**config.mk**
```make
export PLATFORM = sky130hd
export DESIGN_NAME = pattern_count_engine
export DESIGN_NICKNAME = d
export VERILOG_FILES = /design/src/rtl/pattern_count_engine.sv
export SDC_FILE = /design/constraint.sdc
export NUM_CORES = 1
export LEC_CHECK = 0
export ABC_CLOCK_PERIOD_IN_PS = 2550
export CAP_MARGIN = 20
export CORE_MARGIN = 2
export CORE_UTILIZATION = 42
export CTS_CLUSTER_DIAMETER = 40
export DETAILED_ROUTE_END_ITERATION = 6
export REMOVE_ABC_BUFFERS = 1
export SLEW_MARGIN = 20
export SYNTH_ARGS = -nofsm -noshare
export SYNTH_HDL_FRONTEND = slang
export SYNTH_SLANG_ARGS = --single-unit
export TNS_END_PERCENT = 100
```
**constraint.sdc**
```tcl
create_clock -name clk -period 2.55 [get_ports clk]
set_clock_uncertainty 0.2 [all_clocks]
set_input_delay 0.255 -clock clk [delete_from_list [all_inputs] [get_ports clk]]
set_output_delay 0.255 -clock clk [all_outputs]
set_load 0.01 [all_outputs]
```
**src/rtl/pattern_count_engine.sv**
```systemverilog
// Serial pattern detector that captures a DATA_W-bit count and then holds out_valid for that many cycles.
// Optional detection timeout is compiled in with `define PCE_TIMEOUT_EN.
module pattern_count_engine #(
  parameter int               PAT_W       = 4,
  parameter logic [PAT_W-1:0] PATTERN     = 4'b1101,
  parameter int               DATA_W      = 8,
  parameter int               TIMEOUT_CYC = 256
) (
  input  logic              clk,
  input  logic              rst,
  input  logic              start,
  input  logic              sin,
  input  logic              repeat_en,
  output logic              ready,
  output logic              busy,
  output logic              match,
  output logic              capture_en,
  output logic              out_valid,
  output logic [DATA_W-1:0] remaining,
  output logic              done,
  output logic              timeout_err
);

  localparam int FILL_W = $clog2(PAT_W + 1);
  localparam int BIT_W  = (DATA_W > 1) ? $clog2(DATA_W) : 1;

  typedef enum logic [2:0] {
    S_IDLE,
    S_ARM,
    S_DETECT,
    S_CAPTURE,
    S_COUNT,
    S_DONE
  } state_t;

  state_t state_reg, state_next;

  logic [PAT_W-2:0]  sr_reg;
  logic [PAT_W-1:0]  window;
  logic [FILL_W-1:0] fill_reg;
  logic [BIT_W-1:0]  bit_reg;
  logic [DATA_W-1:0] dcnt_reg;
  logic [DATA_W-1:0] cnt_shift;
  logic              fill_ok;
  logic              match_raw;
  logic              last_bit;
  logic              cap_nonzero;
  logic              timeout_hit;

  assign window      = {sr_reg, sin};
  // The fill check keeps the cleared shift register from faking a hit on early bits.
  assign fill_ok     = (fill_reg >= FILL_W'(PAT_W - 1));
  assign match_raw   = (window == PATTERN) && fill_ok;
  assign last_bit    = (bit_reg == BIT_W'(DATA_W - 1));
  assign cap_nonzero = (cnt_shift != '0);

  generate
    if (DATA_W > 1) begin : g_cap
      logic [DATA_W-2:0] cap_reg;

      always_ff @(posedge clk or posedge rst) begin
        if (rst) begin
          cap_reg <= '0;
        end else if (state_reg == S_ARM) begin
          cap_reg <= '0;
        end else if (state_reg == S_CAPTURE) begin
          cap_reg <= cnt_shift[DATA_W-2:0];
        end
      end

      assign cnt_shift = {cap_reg, sin};
    end else begin : g_cap1
      assign cnt_shift = sin;
    end
  endgenerate

`ifdef PCE_TIMEOUT_EN
  localparam int TO_W = $clog2(TIMEOUT_CYC + 1);

  logic [TO_W-1:0] tcnt_reg;
  logic            terr_reg;

  // A match on the final allowed cycle takes priority over the timeout.
  assign timeout_hit = (state_reg == S_DETECT) &&
                       (tcnt_reg == TO_W'(TIMEOUT_CYC - 1)) && !match_raw;

  always_ff @(posedge clk or posedge rst) begin
    if (rst) begin
      tcnt_reg <= '0;
      terr_reg <= 1'b0;
    end else begin
      case (state_reg)
        S_ARM: begin
          tcnt_reg <= '0;
          terr_reg <= 1'b0;
        end
        S_DETECT: begin
          tcnt_reg <= tcnt_reg + 1'b1;
          if (timeout_hit) begin
            terr_reg <= 1'b1;
          end
        end
        S_DONE: tcnt_reg <= '0;
        default: ;
      endcase
    end
  end

  assign timeout_err = terr_reg;
`else
  assign timeout_hit = 1'b0;
  assign timeout_err = 1'b0;
`endif

  always_ff @(posedge clk or posedge rst) begin
    if (rst) begin
      state_reg <= S_IDLE;
    end else begin
      state_reg <= state_next;
    end
  end

  always_comb begin
    state_next = state_reg;
    ready      = 1'b0;
    busy       = (state_reg != S_IDLE);
    match      = 1'b0;
    capture_en = 1'b0;
    out_valid  = 1'b0;
    remaining  = '0;
    done       = 1'b0;
    case (state_reg)
      S_IDLE: begin
        ready = 1'b1;
        if (start) begin
          state_next = S_ARM;
        end
      end
      S_ARM: begin
        if (!start) begin
          state_next = S_DETECT;
        end
      end
      S_DETECT: begin
        match = match_raw;
        if (match_raw) begin
          state_next = S_CAPTURE;
        end else if (timeout_hit) begin
          state_next = S_IDLE;
        end
      end
      S_CAPTURE: begin
        capture_en = 1'b1;
        if (last_bit) begin
          state_next = cap_nonzero ? S_COUNT : S_DONE;
        end
      end
      S_COUNT: begin
        out_valid = 1'b1;
        remaining = dcnt_reg;
        if (dcnt_reg <= DATA_W'(1)) begin
          state_next = S_DONE;
        end
      end
      S_DONE: begin
        done       = 1'b1;
        state_next = repeat_en ? S_DETECT : S_IDLE;
      end
      default: state_next = S_IDLE;
    endcase
  end

  always_ff @(posedge clk or posedge rst) begin
    if (rst) begin
      sr_reg   <= '0;
      fill_reg <= '0;
      bit_reg  <= '0;
      dcnt_reg <= '0;
    end else begin
      case (state_reg)
        S_ARM: begin
          sr_reg   <= '0;
          fill_reg <= '0;
          bit_reg  <= '0;
        end
        S_DETECT: begin
          sr_reg  <= window[PAT_W-2:0];
          bit_reg <= '0;
          if (fill_reg != FILL_W'(PAT_W)) begin
            fill_reg <= fill_reg + 1'b1;
          end
        end
        S_CAPTURE: begin
          bit_reg <= bit_reg + 1'b1;
          if (last_bit && cap_nonzero) begin
            dcnt_reg <= cnt_shift;
          end
        end
        S_COUNT: begin
          if (dcnt_reg != '0) begin
            dcnt_reg <= dcnt_reg - 1'b1;
          end
        end
        S_DONE: begin
          // Re-arming straight into DETECT must start from a clean window.
          sr_reg   <= '0;
          fill_reg <= '0;
        end
        default: ;
      endcase
    end
  end

endmodule

```
==> metrics.cfg, run 1 <==
[critical_path]
cp_common_cell=sky130_fd_sc_hd__ha_1
reg2reg_path_depth=4
timing.critical_path.slowest_stage_cell=sky130_fd_sc_hd__or4b_2
critical-path-top-delay-family=simple AND/OR/NAND/NOR gates
worstSetupPathType=flop to primary output
path_buf_inv=1
worst-path-max-fanout=2
timing.critical_path.cells=ha_1 -> ha_1 -> a211oi_1 -> or4b_2 -> nor4_2 -> clkbuf_2
critPathMaxStageDelay_ns=0.66
timing.critical_path.arrival_ns=1.97
timing.critical_path.to_type=primary output
critical_path_data_required_time_ns=2.10
number_of_stages_on_the_worst_setup_path=6
cp-start-kind=flop

[routing]
drt_first_iter_violations=120
finalWirelength_um=3724
ant_nets=0
firstDrtPassIters=4
detailroute.via_count=1427
drc=0
routed_via_density=5.618
wl_per_cell_um=14.66

[floorplan]
die_area_mm2=0.004485
io_pins=20
die_h_um=66.97
start_util=0.4449
overall_die_width_um=66.97
core_area_mm2=0.003744
std_cell_rows=22

[layout]
finish.net_count=219
largest_register_ff_count=8
synthToLayoutAreaGrowth_pct=19.01
antenna_cells_inserted=0
layout_cells_sized_above_1=0.1311

[placement]
buffer_ports.inserted=18
dp_hpwl_um=2640
gp_routability_congestion=0.8506

[logic_synthesis]
asyncSetResetFlopFracSynth=1.000
synth_enable_flop_cells=0
synth_area_leaders=sky130_fd_sc_hd__dfrtp_1 (41%), sky130_fd_sc_hd__nand2_1 (6.1%), sky130_fd_sc_hd__ha_1 (5.3%)
netlist_instances=185
synthDominantCellAreaShare=0.4057
synth-seq-area-share=0.4057
yosys_warnings=0
synth_area_mm2=0.001665
synthTopCellsByCount=sky130_fd_sc_hd__dfrtp_1 (27), sky130_fd_sc_hd__nand2_1 (27), sky130_fd_sc_hd__nor2_1 (15)
post_synth.cell_area_avg_um2=9.002
ys_ff_latch=27
ys.flop_type=sky130_fd_sc_hd__dfrtp_1
synth.largest_area_cell=sky130_fd_sc_hd__dfrtp_1
netlist-cell-type-count=55

[global_routing]
grt_most_used_layer=met2
global_route.usage.total=0.1885
grt.met2_usage=0.3000
grt_remaining_overflow=0
grt_first_pass_wirelength_um=6520
grt_pass1_vias=1422
met1_usage=0.2653
maximum_number_of_pins_on_one_net_before_global_route_repair=28
initial_antenna_violation_count=0
grtUsageMet3=0.02534

[clock_network]
cts.htree.levels=1
numCtsBuffers=3
cts_setup_buffers=0
cts.repair.resized=3
clk_pin_slew_worst_paths_ns=0.09
clock_insertion_delay_worst_skew_ns=0.28
ctsLongestPathBuffers=2
cts-root-buf=sky130_fd_sc_hd__clkbuf_8
cts.sinks=27
cts-hold-fix-buffers=0
cts_tree=built

[timing]
hold_violations=0
fmax_mhz=412.5
finalSetupViolCount=0
timing.final.crit_period_ns=2.424
drv_slew=0
finalCritPeriodShare=0.9507
hold-worst-slack_ns=0.1411
grt_setup_unrepaired=false
timing.setup.tns_ns=0

[outcome]
run_status=finished, final reports clean

[flow_run]
drv.max_cap_violation_count=0

[pwr]
power.density_mw_per_mm2=786.4
vdd_ir_drop_max_v=0.0004933
finalPower_uw=1558
cellLeakagePower_uw=0.0008929

[worst_hold_path]
hold_class=input port to asynchronous set/reset pin

[layout make-up]
| cell class | count | area [um^2] |
|---|---|---|
| inverter | 11 | 43.79 |
| fill | 378 | 1762 |
| sequential | 27 | 675.6 |
| multi-input combinational | 135 | 898.4 |
| timing repair buffer | 29 | 257.7 |
| clock inverter | 1 | 5.005 |
| tap | 48 | 60.06 |
| clock buffer | 3 | 41.29 |
[cell families after synthesis]
group                    share of synthesized area
multiplexers                               0.01277
flip-flops                                  0.4057
buffers and inverters                      0.06011
AND/OR/NAND/NOR                             0.2201
other                                     0.002252
XOR/XNOR                                  0.005260
adder cells (fa/ha/maj)                    0.05259
AO/OA/AOI/OAI                               0.2412
[routing by layer]
metal | vias up | routed length [um]
met5 | - | 0
met4 | 0 | 35
met3 | 4 | 128
met2 | 29 | 1760
met1 | 684 | 1800
li1 | 710 | -
[metrics by stage]
stage / instance area, um^2 / util / worst slack, ns / cells
6_report: 1982 / 0.5294 / 0.1256 / 254
5_1_grt: 1982 / 0.5294 / 0.0006366 / 254
4_1_cts: 1974 / 0.5274 / 0.005147 / 254
3_5_place_dp: 1929 / 0.5154 / -0.009507 / 250
3_3_place_gp: 1929 / 0.5154 / 0.01677 / 250
2_1_floorplan: 1607 / - / 0.3364 / 173
[placed cells by master (no fill, tap or decap), types with 2 or more instances in the layout]
cell / Yosys / final
sky130_fd_sc_hd__or4_1: 3 / 3
sky130_fd_sc_hd__inv_1: 10 / 10
sky130_fd_sc_hd__a41oi_1: 2 / 2
sky130_fd_sc_hd__a22o_1: 4 / 4
sky130_fd_sc_hd__and2_1: 4 / 4
sky130_fd_sc_hd__clkbuf_8: 0 / 3
sky130_fd_sc_hd__o221ai_1: 2 / 2
sky130_fd_sc_hd__nand2_1: 27 / 27
sky130_fd_sc_hd__buf_4: 1 / 11
sky130_fd_sc_hd__a22oi_1: 4 / 4
sky130_fd_sc_hd__nor3_1: 2 / 2
sky130_fd_sc_hd__a21oi_1: 9 / 9
sky130_fd_sc_hd__a31oi_1: 2 / 2
sky130_fd_sc_hd__nor2_1: 15 / 14
sky130_fd_sc_hd__o21ai_0: 12 / 12
sky130_fd_sc_hd__nand2b_1: 4 / 4
sky130_fd_sc_hd__clkdlybuf4s50_1: 0 / 17
sky130_fd_sc_hd__nor3b_1: 2 / 2
sky130_fd_sc_hd__dfrtp_1: 27 / 27
sky130_fd_sc_hd__o41ai_1: 2 / 2
sky130_fd_sc_hd__ha_1: 7 / 7
sky130_fd_sc_hd__o2bb2ai_1: 3 / 3
[worst reg2reg max path, delay by kind of cell, from the launching register on]
kind             cells  cell delay (ns)
AO/OA/AOI/OAI        3             0.78
AND/OR/NAND/NOR      1             0.59
flip-flops           1             0.44
[worst paths after layout]
path / slack [ns] / start / end
worst max-delay path: 0.13 / fill_reg[0]$_DFFE_PP0P_ / match
worst min-delay path: 0.14 / rst / g_cap.cap_reg[3]$_DFFE_PP0P_
worst max register to register: 0.47 / dcnt_reg[7]$_DFFE_PP0P_ / state_reg[0]$_DFFE_PP0P_
worst min register to register: 0.32 / bit_reg[1]$_DFFE_PP0P_ / bit_reg[1]$_DFFE_PP0P_
max in group asynchronous: 1.74 / rst / dcnt_reg[1]$_DFFE_PP0P_
min in group clk: 0.32 / bit_reg[1]$_DFFE_PP0P_ / bit_reg[1]$_DFFE_PP0P_
[where the power goes]
| part | switching (uW) | total (uW) | internal [uW] | leakage (uW) |
|---|---|---|---|---|
| Sequential | 88.2 | 627 | 538 | 0.000331 |
| Clock | 139 | 249 | 110 | 0.0000255 |
| Combinational | 390 | 683 | 293 | 0.000537 |
(Power assumes the default switching activity.)
==> run 2, diff against run 1 <==
- CORE_UTILIZATION: 42 -> 40
- SETUP_SLACK_MARGIN: default -> 0.05
==> run 2 against run 1 <==
  * Combinational power down 0.7%
  * Critical path depth down 2
  * Non-clock buffer count unchanged
  * Sequential share of layout area about the same
  * Cell count up 0.79%
  * Global-route usage down 1.8 points
  * Critical path type unchanged
  * Highest routed layer unchanged
==> metrics.cfg, run 2 (synthesized netlist as in run 1, its figures left out) <==
[outcome]
run_status=finished, final reports clean

[global_routing]
grt_remaining_overflow=0  ; unchanged
maximum_number_of_pins_on_one_net_before_global_route_repair=28  ; unchanged
initial_antenna_violation_count=0  ; unchanged
grt_first_pass_wirelength_um=6065  ; -7.0%
global_route.usage.total=0.1703  ; -0.01823
grt_pass1_vias=1338  ; -5.9%

[layout]
layout_cells_sized_above_1=0.1311  ; unchanged
largest_register_ff_count=8  ; unchanged
most-common-layout-cells=sky130_fd_sc_hd__nand2_1 (27), sky130_fd_sc_hd__dfrtp_1 (27), sky130_fd_sc_hd__clkdlybuf4s50_1 (17), sky130_fd_sc_hd__nor2_1 (14), sky130_fd_sc_hd__o21ai_0 (12)
fill_cells=384  ; +1.6%
antenna_cells_inserted=0  ; unchanged
synthToLayoutAreaGrowth_pct=19.16
number_of_non_filler_instances_in_the_completed_layout=256  ; +0.79%
finish.net_count=219  ; unchanged

[critical_path]
path_buf_inv=3  ; +2
critical_path_data_required_time_ns=2.10  ; about the same
critical-path-top-delay-family=buffers and inverters
timing.critical_path.slowest_stage_cell=sky130_fd_sc_hd__clkdlybuf4s50_1
cp-start-kind=flop
timing.critical_path.to_type=primary output
register_to_register_setup_slack_ns=0.45  ; -0.02 ns
worst-path-max-fanout=17  ; +15
worstSetupPathType=flop to primary output
timing.critical_path.arrival_ns=1.94  ; -0.03 ns
timing.critical_path.cells=buf_4 -> inv_1 -> and3_1 -> clkdlybuf4s50_1
critPathMaxStageDelay_ns=0.53  ; -0.13 ns

[placement]
buffer_ports.inserted=18  ; unchanged
pre_cts_slack_ns=0.006419  ; +0.01593 ns
gp_routability_congestion=0.8007  ; -5.9%
dp_hpwl_um=2585  ; -2.1%
dpl.cell_count=252  ; +0.80%

[clock_network]
cts-root-buf=sky130_fd_sc_hd__clkbuf_8
clock_insertion_delay_worst_skew_ns=0.27  ; about the same
clk_pin_slew_worst_paths_ns=0.09  ; about the same
cts_tree=built
cts.sinks=27  ; unchanged
ctsLongestPathBuffers=2  ; unchanged
numCtsBuffers=3  ; unchanged
cts.htree.levels=1  ; unchanged
cts-hold-fix-buffers=0  ; unchanged

[timing]
drv_slew=0  ; unchanged
finalCritPeriodShare=0.9398  ; -0.01092
fmax_mhz=417.3  ; +1.2%
hold_violations=0  ; unchanged
hold-worst-slack_ns=0.1334  ; -0.007724 ns
timing.final.crit_period_ns=2.397  ; -0.02785 ns
postLayoutSetupSlackWorst_ns=0.1535  ; +0.02785 ns
grt_setup_unrepaired=false
timing.setup.tns_ns=0  ; unchanged
finalSetupViolCount=0  ; unchanged

[routing]
detailroute.via_count=1400  ; -1.9%
firstDrtPassIters=4  ; unchanged
finalWirelength_um=3580  ; -3.9%
wl_met2_um=1723  ; -2.1%
wl_per_cell_um=13.98  ; -4.6%
drt_first_iter_violations=59  ; -51%
ant_nets=0  ; unchanged
met3_wirelength_um=114  ; -11%
wl_met1_um=1725  ; -4.2%
drc=0  ; unchanged
maxUsedRoutingLayer=met4
routed_via_density=5.469  ; -2.7%

[floorplan]
start_util=0.4163  ; -0.02853
die_h_um=68.53  ; +2.3%
core_area_mm2=0.004000  ; +6.9%
die_area_mm2=0.004696  ; +4.7%
std_cell_rows=23  ; +4.5%
io_pins=20  ; unchanged
overall_die_width_um=68.53  ; +2.3%

[pwr]
cellLeakagePower_uw=0.0008938  ; +0.10%
finalPower_uw=1548  ; -0.68%
power.density_mw_per_mm2=780.0  ; -0.81%
vdd_ir_drop_max_v=0.0004140  ; -16%

[flow_run]
drv.max_cap_violation_count=0  ; unchanged

[worst_hold_path]
hold_class=input port to asynchronous set/reset pin

-- run 2: tightest hold or removal path, stage by stage --
cell                              delay (ns)
sky130_fd_sc_hd__clkdlybuf4s50_1        0.39
sky130_fd_sc_hd__inv_1                  0.05
sky130_fd_sc_hd__buf_4                  0.33
-- run 2: area by class of cell --
type | count | area, um^2 | share of cell area
timing repair buffer | 29 | 257.7 | 0.1299
tap | 50 | 62.56 | 0.03153
sequential | 27 | 675.6 | 0.3405
clock buffer | 3 | 41.29 | 0.02081
multi-input combinational | 135 | 898.4 | 0.4527
inverter | 11 | 43.79 | 0.02207
clock inverter | 1 | 5.005 | 0.002522
-- run 2: repair_timing --
action                     4_1_cts  5_1_grt
setup endpoints to repair        1        3
pin swaps                        0        0
gates resized for setup          5        3
buffers inserted                 0        0
-- run 2: final timing paths --
path                                         startpoint                            to  cells past startpoint
setup / recovery               state_reg[1]$_DFFE_PP0P_                          done                      4
hold / removal                                      rst  g_cap.cap_reg[4]$_DFFE_PP0P_                      3
setup reg to reg                dcnt_reg[7]$_DFFE_PP0P_      state_reg[0]$_DFFE_PP0P_                      4
hold reg to reg            g_cap.cap_reg[6]$_DFFE_PP0P_  g_cap.cap_reg[6]$_DFFE_PP0P_                      2
max in group asynchronous                           rst         sr_reg[0]$_DFFE_PP0P_                      3
min in group clk           g_cap.cap_reg[6]$_DFFE_PP0P_  g_cap.cap_reg[6]$_DFFE_PP0P_                      2
-- run 2: power by group --
part	switching (uW)	internal [uW]	total (uW)
sequential	85.3	538	624
clock	137	110	246
combinational	384	294	678
total	606	942	1550
-- run 2: stage by stage --
step	util	cell area [um^2]
6_report	0.4961	1984
5_1_grt	0.4961	1984
4_1_cts	0.4933	1973
3_5_place_dp	0.4830	1932
2_1_floorplan	-	1607
3_3_place_gp	0.4830	1932
-- run 2: routing by layer --
layer | track usage | vias up
met5 | 0 | -
met4 | 0.03000 | 0
li1 | - | 709
met3 | 0.03409 | 2
met2 | 0.2861 | 21
met1 | 0.2296 | 668
